### src/rtl/cache_request_servicer_pkg.sv
// ---------------------------------------------------------------------------
// cache_request_servicer_pkg
//
// Purpose : shared definitions for the cache request servicer: command
//           encodings, the bit positions inside a command, the FSM state
//           type and the CLOG2 helper macro.
// Ports   : none (package).
// ---------------------------------------------------------------------------
`define CLOG2(x) $clog2(x)

package cache_request_servicer_pkg;

    // Command encodings as they arrive from the request buffer.
    localparam logic [2:0] CMD_WORD_RD = 3'b000;
    localparam logic [2:0] CMD_WORD_WR = 3'b001;
    localparam logic [2:0] CMD_BLK_RD  = 3'b010;
    localparam logic [2:0] CMD_BLK_WR  = 3'b011;

    // Bit positions inside a command word.
    localparam int CMD_WRITE_BIT   = 0;
    localparam int CMD_BLOCK_BIT   = 1;
    localparam int CMD_NOCACHE_BIT = 2;

    typedef enum logic [1:0] {
        ST_IDLE  = 2'd0,
        ST_ISSUE = 2'd1,
        ST_RESP  = 2'd2
    } state_t;

endpackage

### src/rtl/cache_request_servicer.sv
// ---------------------------------------------------------------------------
// cache_request_servicer
//
// Purpose : memory-side consumer of the cache request buffer. Pops one
//           command/address/data entry at a time, executes it on the
//           single-word memory port as a word or block read/write, and
//           returns read results to the cache on a valid/ready channel.
//           One request in flight, strictly in order.
//
// Ports   :
//   clock_i, resetn_i              clock, asynchronous active-low reset
//   empty_i, command_i, addr_i,
//   data_i, read_o                 request buffer head and pop strobe
//   mem_req_o, mem_wren_o,
//   mem_addr_o, mem_data_o,
//   mem_ack_i, mem_data_i          single-word memory port
//   resp_valid_o, resp_ready_i,
//   resp_command_o, resp_addr_o,
//   resp_data_o                    read response channel
//   busy_o                         FSM not idle
// ---------------------------------------------------------------------------
module cache_request_servicer
    import cache_request_servicer_pkg::*;
#(
    parameter  int BW_COMMAND = 3,
    parameter  int BW_ADDR    = 24,
    parameter  int BW_WORD    = 32,
    parameter  int N_WORDS    = 4,
    localparam int BW_DATA    = BW_WORD * N_WORDS
) (
    input  logic                  clock_i,
    input  logic                  resetn_i,
    input  logic                  empty_i,
    input  logic [BW_COMMAND-1:0] command_i,
    input  logic [BW_ADDR-1:0]    addr_i,
    input  logic [BW_DATA-1:0]    data_i,
    output logic                  read_o,
    output logic                  mem_req_o,
    output logic                  mem_wren_o,
    output logic [BW_ADDR-1:0]    mem_addr_o,
    output logic [BW_WORD-1:0]    mem_data_o,
    input  logic                  mem_ack_i,
    input  logic [BW_WORD-1:0]    mem_data_i,
    output logic                  resp_valid_o,
    input  logic                  resp_ready_i,
    output logic [BW_COMMAND-1:0] resp_command_o,
    output logic [BW_ADDR-1:0]    resp_addr_o,
    output logic [BW_DATA-1:0]    resp_data_o,
    output logic                  busy_o
);

    localparam int          KW     = `CLOG2(N_WORDS);
    localparam logic [KW-1:0] K_LAST = KW'(N_WORDS - 1);

    state_t                state_q;
    state_t                next_state;
    logic [BW_COMMAND-1:0] cmd_q;
    logic [BW_ADDR-1:0]    addr_q;
    logic [BW_DATA-1:0]    data_q;
    logic [BW_DATA-1:0]    line_q;
    logic [KW-1:0]         k_q;

    logic is_block;
    logic is_write;
    logic last_word;
    logic pop;

    assign is_block  = cmd_q[CMD_BLOCK_BIT];
    assign is_write  = cmd_q[CMD_WRITE_BIT];
    // Word ops always run with k = 0, so they finish on their first ack.
    assign last_word = !is_block || (k_q == K_LAST);

    // The pop strobe is gated by reset so it reads 0 while reset is held,
    // even when the buffer is not empty.
    assign pop = (state_q == ST_IDLE) && !empty_i && resetn_i;

    always_ff @(posedge clock_i or negedge resetn_i) begin
        if (!resetn_i) begin
            state_q <= ST_IDLE;
        end else begin
            state_q <= next_state;
        end
    end

    always_comb begin
        next_state   = state_q;
        read_o       = pop;
        mem_req_o    = 1'b0;
        mem_wren_o   = 1'b0;
        resp_valid_o = 1'b0;
        busy_o       = (state_q != ST_IDLE);
        case (state_q)
            ST_IDLE: begin
                if (pop) next_state = ST_ISSUE;
            end
            ST_ISSUE: begin
                mem_req_o  = 1'b1;
                mem_wren_o = is_write;
                if (mem_ack_i && last_word) next_state = is_write ? ST_IDLE : ST_RESP;
            end
            ST_RESP: begin
                resp_valid_o = 1'b1;
                if (resp_ready_i) next_state = ST_IDLE;
            end
            default: next_state = ST_IDLE;
        endcase
    end

    // Block accesses walk the aligned line: the low KW address bits are
    // replaced by the word counter.
    assign mem_addr_o = is_block ? {addr_q[BW_ADDR-1:KW], k_q} : addr_q;

    always_comb begin
        mem_data_o = '0;
        for (int i = 0; i < N_WORDS; i++) begin
            if (k_q == KW'(i)) mem_data_o = data_q[i*BW_WORD +: BW_WORD];
        end
    end

    // Latch the head entry on pop and clear the read line so a word read
    // returns zeros above its low word. Read data lands in slot k.
    always_ff @(posedge clock_i or negedge resetn_i) begin
        if (!resetn_i) begin
            cmd_q  <= '0;
            addr_q <= '0;
            data_q <= '0;
            line_q <= '0;
            k_q    <= '0;
        end else if (pop) begin
            cmd_q  <= command_i;
            addr_q <= addr_i;
            data_q <= data_i;
            line_q <= '0;
            k_q    <= '0;
        end else if ((state_q == ST_ISSUE) && mem_ack_i) begin
            if (!is_write) begin
                for (int i = 0; i < N_WORDS; i++) begin
                    if (k_q == KW'(i)) line_q[i*BW_WORD +: BW_WORD] <= mem_data_i;
                end
            end
            if (!last_word) k_q <= k_q + 1'b1;
        end
    end

    assign resp_command_o = cmd_q;
    assign resp_addr_o    = addr_q;
    assign resp_data_o    = line_q;

endmodule
### config.mk
export PLATFORM = sky130hd
export DESIGN_NAME = cache_request_servicer
export DESIGN_NICKNAME = d
export VERILOG_FILES = /design/src/rtl/cache_request_servicer_pkg.sv /design/src/rtl/cache_request_servicer.sv
export SDC_FILE = /design/constraint.sdc
export NUM_CORES = 1
export LEC_CHECK = 0
export CAP_MARGIN = 20
export CORE_ASPECT_RATIO = 0.75
export CORE_MARGIN = 3
export CORE_UTILIZATION = 47
export DETAILED_ROUTE_END_ITERATION = 10
export PLACE_DENSITY = 0.86
export SYNTH_ARGS = -nofsm -noshare
export SYNTH_HDL_FRONTEND = slang
export SYNTH_SLANG_ARGS = --single-unit
### constraint.sdc
create_clock -name clock_i -period 2.5 [get_ports clock_i]
set_input_delay 0.5 -clock clock_i [delete_from_list [all_inputs] [get_ports clock_i]]
set_output_delay 0.5 -clock clock_i [all_outputs]
set_load 0.02 [all_outputs]
After elaboration in Yosys (flattened, before gate mapping)
Index checks and enable logic that the tools add are counted.
{"block": "op_classes", "addsub": 1, "multipliers": 0, "div": 0, "magnitude_cmp": 0, "n_eq_ne": 10, "n_shift": 0, "mux": 23, "n_bitwise": 0, "reduce_logical": 21}
{"op": "128-bit 2-to-1 mux", "count": 3}
{"op": "32-bit 2-to-1 mux", "count": 8}
{"op": "2-bit 2-to-1 mux", "count": 8}
{"op": "3-bit AND reduction", "count": 5}
{"op": "2-bit nonzero test", "count": 6}
{"op": "2-bit inequality test, second input constant", "count": 5}
{"op": "2-bit equality test, second input constant", "count": 3}
{"op": "2-bit one-hot mux with 3 select lines", "count": 1}
{"op": "2-bit by 1-bit equality test with 1-bit output, second input constant", "count": 2}
{"op": "1-bit logical AND", "count": 4}
{"op": "2-bit zero test", "count": 2}
{"op": "1-bit 2-to-1 mux", "count": 3}
{"op": "2-bit by 1-bit adder with 2-bit output, second input constant", "count": 1}
{"op": "1-bit zero test", "count": 2}
{"op": "2-bit AND reduction", "count": 1}
{"op": "1-bit logical OR", "count": 1}
{"block": "word_totals", "ff_bits": 287, "latch_bits": 0, "ram_bits": 0, "mem_bits_ro": 0, "inputBits": 192, "output_inout_bits": 216, "wordCells": 64, "n_memories": 0}

Logic depth before layout (Yosys ltp)
{"block": "depth", "depth_word": 5, "ltp_mapped": 8}

Least setup slack after synthesis
OpenSTA, ideal clock, no wires.
{"block": "synth_timing", "path_type": "register -> output", "start": "reg k_q[1]", "end": "out mem_data_o[17]", "arrival_ns": 1.773, "path_slack_ns": 0.227, "stages_incl_launch_ff": 9, "path_buffers": 3, "path_cell_list": "dfrtp_1 > inv_1 > ha_1 > clkbuf_1 > clkbuf_1 > clkbuf_1 > a21oi_1 > o21ai_0 > a22o_1"}
{"block": "synth_between", "elab_chain_cells": 5, "elab_cells_between_ends": 8, "classes_between": "eq/ne: 3; mux: 4; reduce/logical: 1"}
{"element": "start, declared", "line_no": "cache_request_servicer.sv:61", "text": "logic [KW-1:0] k_q;"}
{"element": "start signal, assigned", "line_no": "cache_request_servicer.sv:141", "text": "if (!last_word) k_q <= k_q + 1'b1;"}
{"element": "2-bit zero test", "line_no": "cache_request_servicer.sv:116", "text": "if (k_q == KW'(i)) mem_data_o = data_q[i*BW_WORD +: BW_WORD];"}
{"element": "32-bit 2-to-1 mux (3 in series)", "line_no": "cache_request_servicer.sv:116"}
{"element": "32-bit 2-to-1 mux *", "line_no": "cache_request_servicer.sv:116"}
{"element": "end, declared", "line_no": "cache_request_servicer.sv:41", "text": "output logic [BW_WORD-1:0] mem_data_o,"}
Every way passes the cells marked *; elsewhere a longest branch is shown, timed or not.

Worst setup path in the final report
{"block": "layout_timing", "start": "reg k_q[0]", "end": "out mem_data_o[8]"}
Same word-level chain as after synthesis.

==> qor.csv <==
metric,value,unit
Post-Syn Nets,1659,
r2r startpoint,k_q[0],
drt wl/cell,19.2,um
grt total ovfl,0,
status,finished with violations,
Worst setup SP type,register,
max cap viols,0,
Period minus WS final,2.63,ns
"Seq/Total Area, Yosys",56.9,%
vias in the first global route,11600,
switching pwr,9.95,mW
post-DP HPWL,27100,um
cell mode on critical path,buf_6,
Fin. Hold Viols,0,
Syn Std Cell Area,12600,um^2
Final WS setup,-0.130,ns
max incr delay on CP,0.42,ns
largest net degree at the start of global routing,239,
Clock Tree Root,clkbuf_16,
routability cong.,0.845,
Final period util,105,%
fraction of layout cells with a size suffix above 1,10.0,%
initial antenna violation count,2,
Post-Synth Simple-Gate Area,22.6,%
number of distinct library cells after synthesis,26,
Cells after Synth,1463,
"Slew Viols, Final",0,
Fillers,1894,
"most common cell after layout, fill and taps aside",nand2_1,
CP Buf/Inv Count,4,
Longest Clk Path Bufs,3,
nature of the critical path endpoint,output pin,
total power,24.4,mW
CTS tree,built,
RSZ-0062 raised after global routing,yes,
clock share of power,17.2,%
initial core utilization,48.3,%
# IOs,408,
r2r setup slk,0.27,ns
compound-gate portion of the synthesized area,12.5,%
Reg power frac,31.1,%
critical path's slowest cell,dfrtp_1,
initial drt markers,1048,
Final #Nets,2016,
switching part of the total,40.8,%
"Req. time, crit path",2.00,ns
XOR/XNOR Fraction of Synth Area,0,%
"wirelength, routed",41900,um
CP arrival,2.13,ns
hold buffers post-CTS,0,
Lkg Pwr,8.29,nW
slew margin rel.,30.2,%
number of port buffers,407,
most frequent cells in the layout,"nand2_1, clkdlybuf4s50_1, dfrtp_1",
site row count,51,
first-pass GRT wire length,63700,um
min-delay worst type,primary input to asynchronous set/reset pin,
TritonRoute pass-1 iters,5,
core box area,26200,um^2
clock sink count,287,
Post-route DRC,0,
mux contribution to synthesized area,0.347,%
Synth Area in Adders,0.396,%
Max Freq,380,MHz
register area,7180,um^2
peak supply drop,1.01,mV
final setup fails,32,
H-tree depth,1,
slew at the pin closest to its max-slew limit,1.05,ns
via count,11900,
die area,28900,um^2
setup TNS,-3.05,ns
yosys warns,0,
area delta synth->final,44.7,%
clock slew at reported path FFs,0.07,ns
#FFs+latches synth,287,
violated checks,negative setup slack,
combinational family with the most area after synthesis,simple AND/OR/NAND/NOR gates,
"critical path fanouts, max",6,
Setup Crit Path Kind,register to output pin,
internal cell power,14.5,mW
"CP delay by family, top",buffers and inverters,
Clock Skew,0.00877,ns
post-DR vias/cell,5.47,
worst r2r path cells,9,
Pwr Density,1340,nW/um^2
CTS buffer count,29,
ANT nets after route,0,
"Clk Latency, worst-skew pair",0.54,ns
FF-to-FF End,resp_data_o[66],
Avg Inst Size Synth,8.63,um^2
Die Height,148,um
die width,195,um
area occupied by multi-input gates,4750,um^2
CP Cell Sequence,"buf_6, ha_4, buf_12, buf_16, a21oi_2, o21ai_1, a22o_1, buf_6",
Logic pwr share,51.8,%
GRT Overall Usage,27.3,%
==> worst max-delay path by stage <==
| stage | end | slack (ns) | start | cells past startpoint |
|---|---|---|---|---|
| 2_1_floorplan | mem_data_o[17] | 0.23 | k_q[1] | 8 |
| 6_report | mem_data_o[8] | -0.13 | k_q[0] | 8 |
| 3_3_place_gp | read_o | -0.19 | empty_i | 4 |
| 4_1_cts | mem_data_o[30] | -0.16 | k_q[0] | 8 |
| 5_1_grt | mem_data_o[15] | -0.22 | k_q[0] | 8 |
| 3_5_place_dp | read_o | -0.18 | empty_i | 4 |
==> per-stage QoR <==
step,setup WS (ns),cells,hold WS (ns),area (um^2),util (%)
finish,-0.130,2184,0.0215,18300,69.8
global route,-0.222,2184,0.116,18300,69.8
CTS,-0.158,2176,0.0797,18000,68.8
detailed placement,-0.176,2119,0.462,16900,64.6
global placement,-0.191,2119,0.458,16900,64.6
floorplan,0.227,1463,0.204,12600,-
==> layer usage <==
layer,part of all wire [%],GRT usage [%],vias to the layer above
met5,0,0,-
met4,4.1,9.48,0
met3,9.4,6.49,117
met2,46,42.8,621
met1,40,37.6,5750
li1,-,-,5458
==> power groups by stage <==
stage	Sequential (mW)	Clock [mW]	Combinational, mW
final	7.58	4.19	12.6
after global routing	7.79	4.44	13.5
after CTS	7.55	4.24	12.1
after detailed placement	7.58	0	11.5
after global placement	7.49	0	11.3
after floorplan	8.29	0	5.39
==> cells by family after synthesis <==
family	Yosys count
adders and majority gates	4
AOI/OAI and AO/OA	290
buffers and inverters	174
DFF	287
muxes	4
and+or+nand+nor	704
==> final cells by class <==
class	instances	share of cell area, %
Timing Repair Buffer	464	26.7
Clock inverter	9	0.575
Antenna cell	2	0.0274
Clock buffer	40	4.31
Sequential cell	287	39.3
Tap cell	344	2.36
Multi-Input combinational cell	1002	26.0
Inverter	36	0.767
==> registers in the layout, summed over array words and instances, names as in the netlist <==
register,count
k_q,2
resp_addr_o,24
data_q,128
resp_data_o,128
resp_command_o,3
state_q,2
==> repair_timing <==
action	CTS	global route
setup endpoints to repair	36	33
gates cloned	2	3
setup buffers	7	3
gates resized for setup	236	50
pin swaps	7	11
==> synthesized netlist by cell type <==
cell | n | area share, %
nand4_1 | 2 | 0.099
a21o_1 | 1 | 0.059
buf_4 | 22 | 1.3
buf_1 | 11 | 0.33
and4b_1 | 1 | 0.079
nand2_1 | 563 | 17
buf_6 | 20 | 1.8
dfrtp_1 | 287 | 57
and4bb_2 | 1 | 0.099
nand3_1 | 126 | 5.0
or2_2 | 1 | 0.050
mux2_2 | 3 | 0.27
ha_1 | 4 | 0.40
or4b_1 | 1 | 0.079
a21oi_1 | 64 | 2.5
clkbuf_1 | 56 | 1.7
buf_2 | 29 | 1.1
o21ai_0 | 192 | 7.6
a22o_1 | 33 | 2.3
clkinv_2 | 1 | 0.040
mux2i_1 | 1 | 0.079
nand2b_1 | 1 | 0.050
nor2b_1 | 2 | 0.099
and2_1 | 5 | 0.25
nor2_1 | 1 | 0.030
inv_1 | 35 | 1.0
Power figures use the tool's default switching activity.
